### config.mk
export PLATFORM = sky130hd
export DESIGN_NAME = rcu_seq
export DESIGN_NICKNAME = d
export VERILOG_FILES = /design/src/rtl/rcu_pkg.sv /design/src/rtl/rcu_seq.sv
export SDC_FILE = /design/constraint.sdc
export NUM_CORES = 1
export LEC_CHECK = 0
export CORE_MARGIN = 1
export CORE_UTILIZATION = 30
export DETAILED_ROUTE_END_ITERATION = 10
export SYNTH_ARGS = -nofsm -noshare
export SYNTH_HDL_FRONTEND = slang
export SYNTH_SLANG_ARGS = --single-unit
### constraint.sdc
create_clock -name EXTCLK -period 1.85 [get_ports EXTCLK]
set_input_delay 0.2775 -clock EXTCLK [delete_from_list [all_inputs] [get_ports EXTCLK]]
set_output_delay 0.2775 -clock EXTCLK [all_outputs]
set_load 0.05 [all_outputs]
### src/rtl/rcu_pkg.sv
// -----------------------------------------------------------------------------
// rcu_pkg
// Shared definitions for the reset/clock sequencer: the sequencer state
// encoding, reset-cause codes, the per-state output decode and a small
// constant helper used for counter sizing.
// -----------------------------------------------------------------------------
package rcu_pkg;

   typedef enum logic [2:0] {
      HOLD   = 3'd0,
      PRECLK = 3'd1,
      RUN    = 3'd2,
      DRAIN  = 3'd3,
      SLEEP  = 3'd4
   } rcu_state_e;

   localparam logic [1:0] CAUSE_POR = 2'b01;
   localparam logic [1:0] CAUSE_SW  = 2'b10;
   localparam logic [1:0] CAUSE_WDT = 2'b11;

   typedef struct packed {
      logic rsten;
      logic clken;
      logic sleep_ack;
   } rcu_out_t;

   // Output levels presented to the RCU while sitting in a given state.
   function automatic rcu_out_t decode_out(input rcu_state_e s);
      rcu_out_t o;
      case (s)
         HOLD:    o = '{rsten: 1'b0, clken: 1'b0, sleep_ack: 1'b0};
         PRECLK:  o = '{rsten: 1'b0, clken: 1'b1, sleep_ack: 1'b0};
         RUN:     o = '{rsten: 1'b1, clken: 1'b1, sleep_ack: 1'b0};
         DRAIN:   o = '{rsten: 1'b1, clken: 1'b1, sleep_ack: 1'b0};
         SLEEP:   o = '{rsten: 1'b1, clken: 1'b0, sleep_ack: 1'b1};
         default: o = '{rsten: 1'b0, clken: 1'b0, sleep_ack: 1'b0};
      endcase
      return o;
   endfunction

   function automatic int max2(input int a, input int b);
      return (a > b) ? a : b;
   endfunction

endpackage

### src/rtl/rcu_seq.sv
// -----------------------------------------------------------------------------
// rcu_seq
// Reset/clock sequencer feeding the RCU. Brings the system up in order
// (clock gated with reset held, then clock running with reset held, then
// reset released), handles handshaked entry to / exit from clock-gated
// sleep, services software reset requests and records the last reset cause.
//
// Parameters:
//   RST_HOLD_CYCLES  cycles in HOLD (clock gated, reset asserted), >= 1
//   CLK_PRE_CYCLES   cycles in PRECLK (clock running, reset asserted), >= 1
//   WDT_CYCLES       drain watchdog timeout, only used with RCU_SEQ_WDT_EN
//
// Ports:
//   EXTCLK     in   free-running clock, all state changes on its rising edge
//   EXTRST     in   asynchronous active-high reset
//   swrst_req  in   software reset request (level or pulse)
//   sleep_req  in   sleep request (level)
//   core_idle  in   core has no outstanding activity
//   wake       in   wake event
//   rsten      out  reset enable to RCU (0 = hold system in reset)
//   clken      out  clock enable to RCU (0 = gate system clock)
//   sleep_ack  out  high while in SLEEP
//   rst_cause  out  last reset cause: 01 POR, 10 SW, 11 WDT
//
// Build option:
//   RCU_SEQ_WDT_EN  when defined, DRAIN is bounded by a watchdog that forces
//                   a reset (cause 11) if the core never reports idle.
// -----------------------------------------------------------------------------
module rcu_seq
   import rcu_pkg::*;
#(
   parameter int RST_HOLD_CYCLES = 16,
   parameter int CLK_PRE_CYCLES  = 4,
   parameter int WDT_CYCLES      = 1024
) (
   input  logic       EXTCLK,
   input  logic       EXTRST,
   input  logic       swrst_req,
   input  logic       sleep_req,
   input  logic       core_idle,
   input  logic       wake,
   output logic       rsten,
   output logic       clken,
   output logic       sleep_ack,
   output logic [1:0] rst_cause
);

`ifdef RCU_SEQ_WDT_EN
   localparam int WDT_SPAN = WDT_CYCLES;
`else
   // Watchdog not built: the timeout contributes nothing to counter sizing.
   localparam int WDT_SPAN = (WDT_CYCLES >= 1) ? 1 : 1;
`endif

   localparam int CNT_MAX = max2(max2(RST_HOLD_CYCLES, CLK_PRE_CYCLES), WDT_SPAN);
   localparam int CNT_W   = (CNT_MAX > 1) ? $clog2(CNT_MAX) : 1;

   localparam logic [CNT_W-1:0] HOLD_LAST = CNT_W'(RST_HOLD_CYCLES - 1);
   localparam logic [CNT_W-1:0] PRE_LAST  = CNT_W'(CLK_PRE_CYCLES - 1);
`ifdef RCU_SEQ_WDT_EN
   localparam logic [CNT_W-1:0] WDT_LAST  = CNT_W'(WDT_CYCLES - 1);
`endif

   rcu_state_e       state;
   rcu_state_e       state_nxt;
   logic [CNT_W-1:0] cnt;
   logic [CNT_W-1:0] cnt_nxt;
   logic [1:0]       cause_nxt;
   logic             count_en;
   logic             restart;
   rcu_out_t         out_nxt;

   // Next-state, counter and cause selection; swrst_req has top priority,
   // then the watchdog, then the ordinary transitions.
   always_comb begin
      state_nxt = state;
      cause_nxt = rst_cause;
      count_en  = 1'b0;
      restart   = 1'b0;
      case (state)
         HOLD: begin
            // A request during HOLD is remembered but the hold always completes.
            if (swrst_req) begin
               cause_nxt = CAUSE_SW;
            end else begin
               cause_nxt = rst_cause;
            end
            if (cnt == HOLD_LAST) begin
               state_nxt = PRECLK;
            end else begin
               count_en = 1'b1;
            end
         end
         PRECLK: begin
            if (swrst_req) begin
               // Re-requests restart the pre-release window.
               restart   = 1'b1;
               cause_nxt = CAUSE_SW;
            end else if (cnt == PRE_LAST) begin
               state_nxt = RUN;
            end else begin
               count_en = 1'b1;
            end
         end
         RUN: begin
            if (swrst_req) begin
               state_nxt = PRECLK;
               cause_nxt = CAUSE_SW;
            end else if (sleep_req) begin
               state_nxt = DRAIN;
            end else begin
               state_nxt = RUN;
            end
         end
         DRAIN: begin
            if (swrst_req) begin
               state_nxt = PRECLK;
               cause_nxt = CAUSE_SW;
`ifdef RCU_SEQ_WDT_EN
            end else if ((cnt == WDT_LAST) && !core_idle) begin
               // Idle on the timeout cycle still wins and enters SLEEP below.
               state_nxt = PRECLK;
               cause_nxt = CAUSE_WDT;
`endif
            end else if (!sleep_req) begin
               state_nxt = RUN;
            end else if (core_idle) begin
               state_nxt = SLEEP;
            end else begin
`ifdef RCU_SEQ_WDT_EN
               count_en = 1'b1;
`else
               count_en = 1'b0;
`endif
            end
         end
         SLEEP: begin
            if (swrst_req) begin
               state_nxt = PRECLK;
               cause_nxt = CAUSE_SW;
            end else if (wake || !sleep_req) begin
               state_nxt = RUN;
            end else begin
               state_nxt = SLEEP;
            end
         end
         default: begin
            state_nxt = HOLD;
            cause_nxt = CAUSE_POR;
         end
      endcase

      // The shared counter clears on every state change or PRECLK restart.
      if (restart || (state_nxt != state)) begin
         cnt_nxt = '0;
      end else if (count_en) begin
         cnt_nxt = cnt + CNT_W'(1);
      end else begin
         cnt_nxt = cnt;
      end

      out_nxt = decode_out(state_nxt);
   end

   // State, counter, cause and registered output decode.
   always_ff @(posedge EXTCLK or posedge EXTRST) begin
      if (EXTRST) begin
         state     <= HOLD;
         cnt       <= '0;
         rsten     <= 1'b0;
         clken     <= 1'b0;
         sleep_ack <= 1'b0;
         rst_cause <= CAUSE_POR;
      end else begin
         state     <= state_nxt;
         cnt       <= cnt_nxt;
         rsten     <= out_nxt.rsten;
         clken     <= out_nxt.clken;
         sleep_ack <= out_nxt.sleep_ack;
         rst_cause <= cause_nxt;
      end
   end

endmodule

==> impl_metrics.toml <==
[pwr]
leakagePower_nw = 0.450
comb_power_share_pct = 47.9
internal_power_uw = 650
sequentialPowerShare_pct = 36.2
pwr_density_cell_mw_per_mm2 = 1020
switching_share_pct = 37.3
power.switching_uw = 386
clock_power_share_pct = 15.9
vdd_drop_max_uv = 797

[synth]
synth_top_family_by_area = "simple AND/OR/NAND/NOR gates"
synth-adder-area-share_pct = 1.59
ys_seq_area_share_pct = 38.3
synthXorXnorAreaFrac_pct = 1.11
synth-seq-cells = 12
ys_types = 42
syn_area_per_cell_um2 = 9.60
yosysWarningCount = 0
synth_compound_area_share_pct = 24.0
synth_area_um2 = 787
synth_cells = 82
yosys_most_used_dff = "dfrtp_1"
synthArstFlopShare_pct = 100
synthMuxAreaShare_pct = 1.27
synth_fp_nets = 89
synth-edff-count = 0
synthSimpleGateAreaFrac_pct = 25.6

[clock_tree]
cts_resized = 0
cts_tree = "done"
cts_buffer_depth = 2
clock-root-buffer = "clkbuf_4"
clock_latency_ps = 260
post_cts_buffers = 0
clk_pin_slew_ps = 70
clkSinkCount = 12
htreeDepth = 1
cts_hold_buf = 0
cts_buffers = 3

[timing]
finClkSkew_ps = 0.548
rsz0062_at_grt = "false"
finalCritPeriodShare_pct = 95.5
hold_viol = 0
max_freq_ghz = 0.566
slew_headroom_pct = 67.3
setup_viol = 0
worst_slew_pin_slew_ps = 489
slew_viol_final = 0
period_minus_slack_ps = 1770
setup_slack_ps = 84.1

[route]
drtPass1Iterations = 4
vias_per_cell = 5.13
routedWlPerCell_um = 13.4
drt_iter0_drc = 15
ant_nets = 0
postRouteWirelength_um = 1790
vias = 687
remaining_drc_errors = 0

[cells_and_area]
drive_above_1_share_pct = 26.0
fin_cells = 134
final_util_pct = 40.9
final_nets = 112
syn2layout_area_growth_pct = 28.6
fillers = 258
diodes = 0

[global_route]
grt-ovfl-total = 0
grt_usage_pct = 14.3
antenna_found_initial = 0
grt_pass1_vias = 616
grt_max_degree = 13
grt_first_pass_wirelength_um = 2900

[floorplan]
die-area_mm2 = 0.00283
fp.dieH_um = 53.2
die_x_um = 53.2
initial_core_util_pct = 31.8
coreArea_mm2 = 0.00248
io-pin-count = 11
rows = 18

[setup_path]
worstPathMaxFanout = 4
cp_data_arrival_time_ps = 1950
critPathRequiredTime_ps = 2030
end_kind = "flop"
worstSetupPathType = "flop to flop"
startpoint_type = "flop"

[outcome]
status = "complete, no violations"

[place]
gp_congestion = 0.809
pre_cts_ws_ps = -66.4
io_buffers = 10
placedCellCount = 130
post-dp-hpwl_um = 1390

[run]
drv_cap = 0

[hold_path]
min_path_type = "primary input to async pin"
-- flip-flops by register name, indices dropped and copies added (netlist names) --
name	cells
rst_cause	2
sleep_ack	1
rsten	1
state	3
cnt	4
clken	1
-- layer usage --
layer  vias up  global-route usage, %  wire length (µm)  share of wire [%]
met5         -                      0                 0                  0
met2         9                   23.3               855                 48
met3         0                   5.17                60                3.4
met4         0                      0                 0                  0
met1       328                   19.0               872                 49
li1        350                      -                 -                  -
-- path summary, 6_finish.rpt --
kind / from / endpoint / cells after the start / slack [ps]
max: cnt[0] / cnt[0] / 5 / 80
min: EXTRST / rsten / 2 / 320
max reg2reg: cnt[0] / cnt[0] / 5 / 80
min reg2reg: rst_cause[1] / rst_cause[1] / 1 / 480
max in group asynchronous: EXTRST / rst_cause[0] / 2 / 1190
min in group EXTCLK: rst_cause[1] / rst_cause[1] / 1 / 480
-- stage by stage --
stage	power (mW)	hold slack [ps]	area [µm²]	setup TNS (ps)
6_report	1.04	318	1010	0
5_1_grt	1.12	359	1010	0
2_1_floorplan	0.715	141	787	0
3_3_place_gp	0.858	467	986	-60.2
4_1_cts	1.05	330	1010	0
3_5_place_dp	0.875	471	986	-198
-- layout by cell type, fill, tap and decap left out, drive strengths merged, types with 2 or more instances in the layout --
cell	n
buf	15
dfrtp	11
clkdlybuf4s50	9
inv	6
o21ai	6
a21oi	5
or3b	4
clkbuf	4
nand2b	3
a22oi	3
nand2	3
nand3	3
nor3	3
o22ai	2
and3	2
o21a	2
or3	2
a211oi	2
-- power by group through the flow --
stage,Combinational (mW),Sequential (mW),Clock [mW]
after CTS,0.498,0.375,0.174
after floorplan,0.324,0.391,0
after global placement,0.482,0.376,0
after global routing,0.546,0.385,0.189
after detailed placement,0.496,0.379,0
final,0.497,0.375,0.165
-- cell usage after synthesis, types with 2 or more instances --
| library cell | instances | area (µm²) |
|---|---|---|
| buf_2 | 2 | 10.0 |
| or3b_1 | 4 | 35.0 |
| nand2b_1 | 3 | 18.8 |
| o21ai_0 | 5 | 25.0 |
| a21oi_1 | 5 | 25.0 |
| nand2_1 | 2 | 7.51 |
| buf_4 | 2 | 15.0 |
| or3_1 | 2 | 12.5 |
| and3_1 | 2 | 12.5 |
| a211oi_1 | 2 | 15.0 |
| o22ai_1 | 2 | 12.5 |
| a22oi_1 | 3 | 22.5 |
| nor3_1 | 2 | 10.0 |
| dfrtp_1 | 11 | 275 |
| inv_1 | 6 | 22.5 |
| nand3_1 | 2 | 10.0 |
| o21a_1 | 2 | 15.0 |
-- layout make-up --
type / instances / area, µm² / area share, %
multi-input combinational: 58 / 422 / 41.7
sequential: 12 / 302 / 29.8
timing repair buffer: 24 / 203 / 20.0
tap: 30 / 37.5 / 3.71
clock buffer: 4 / 26.3 / 2.60
inverter: 6 / 22.5 / 2.22
-- cells by family after synthesis --
| logic type | Yosys count |
|---|---|
| AND/OR/NAND/NOR | 28 |
| AO/OA/AOI/OAI | 27 |
| buffers and inverters | 12 |
| flip-flops | 12 |
| XOR/XNOR | 1 |
| multiplexers | 1 |
| adder cells (fa/ha/maj) | 1 |
-- worst max-delay path, cell delays in order (launching register included) --
cell and delay (ps):
dfrtp_1 410, ha_1 250, nor3b_1 180, o221a_2 280, o32a_1 360, nor3_1 200
(Power assumes the default switching activity.)
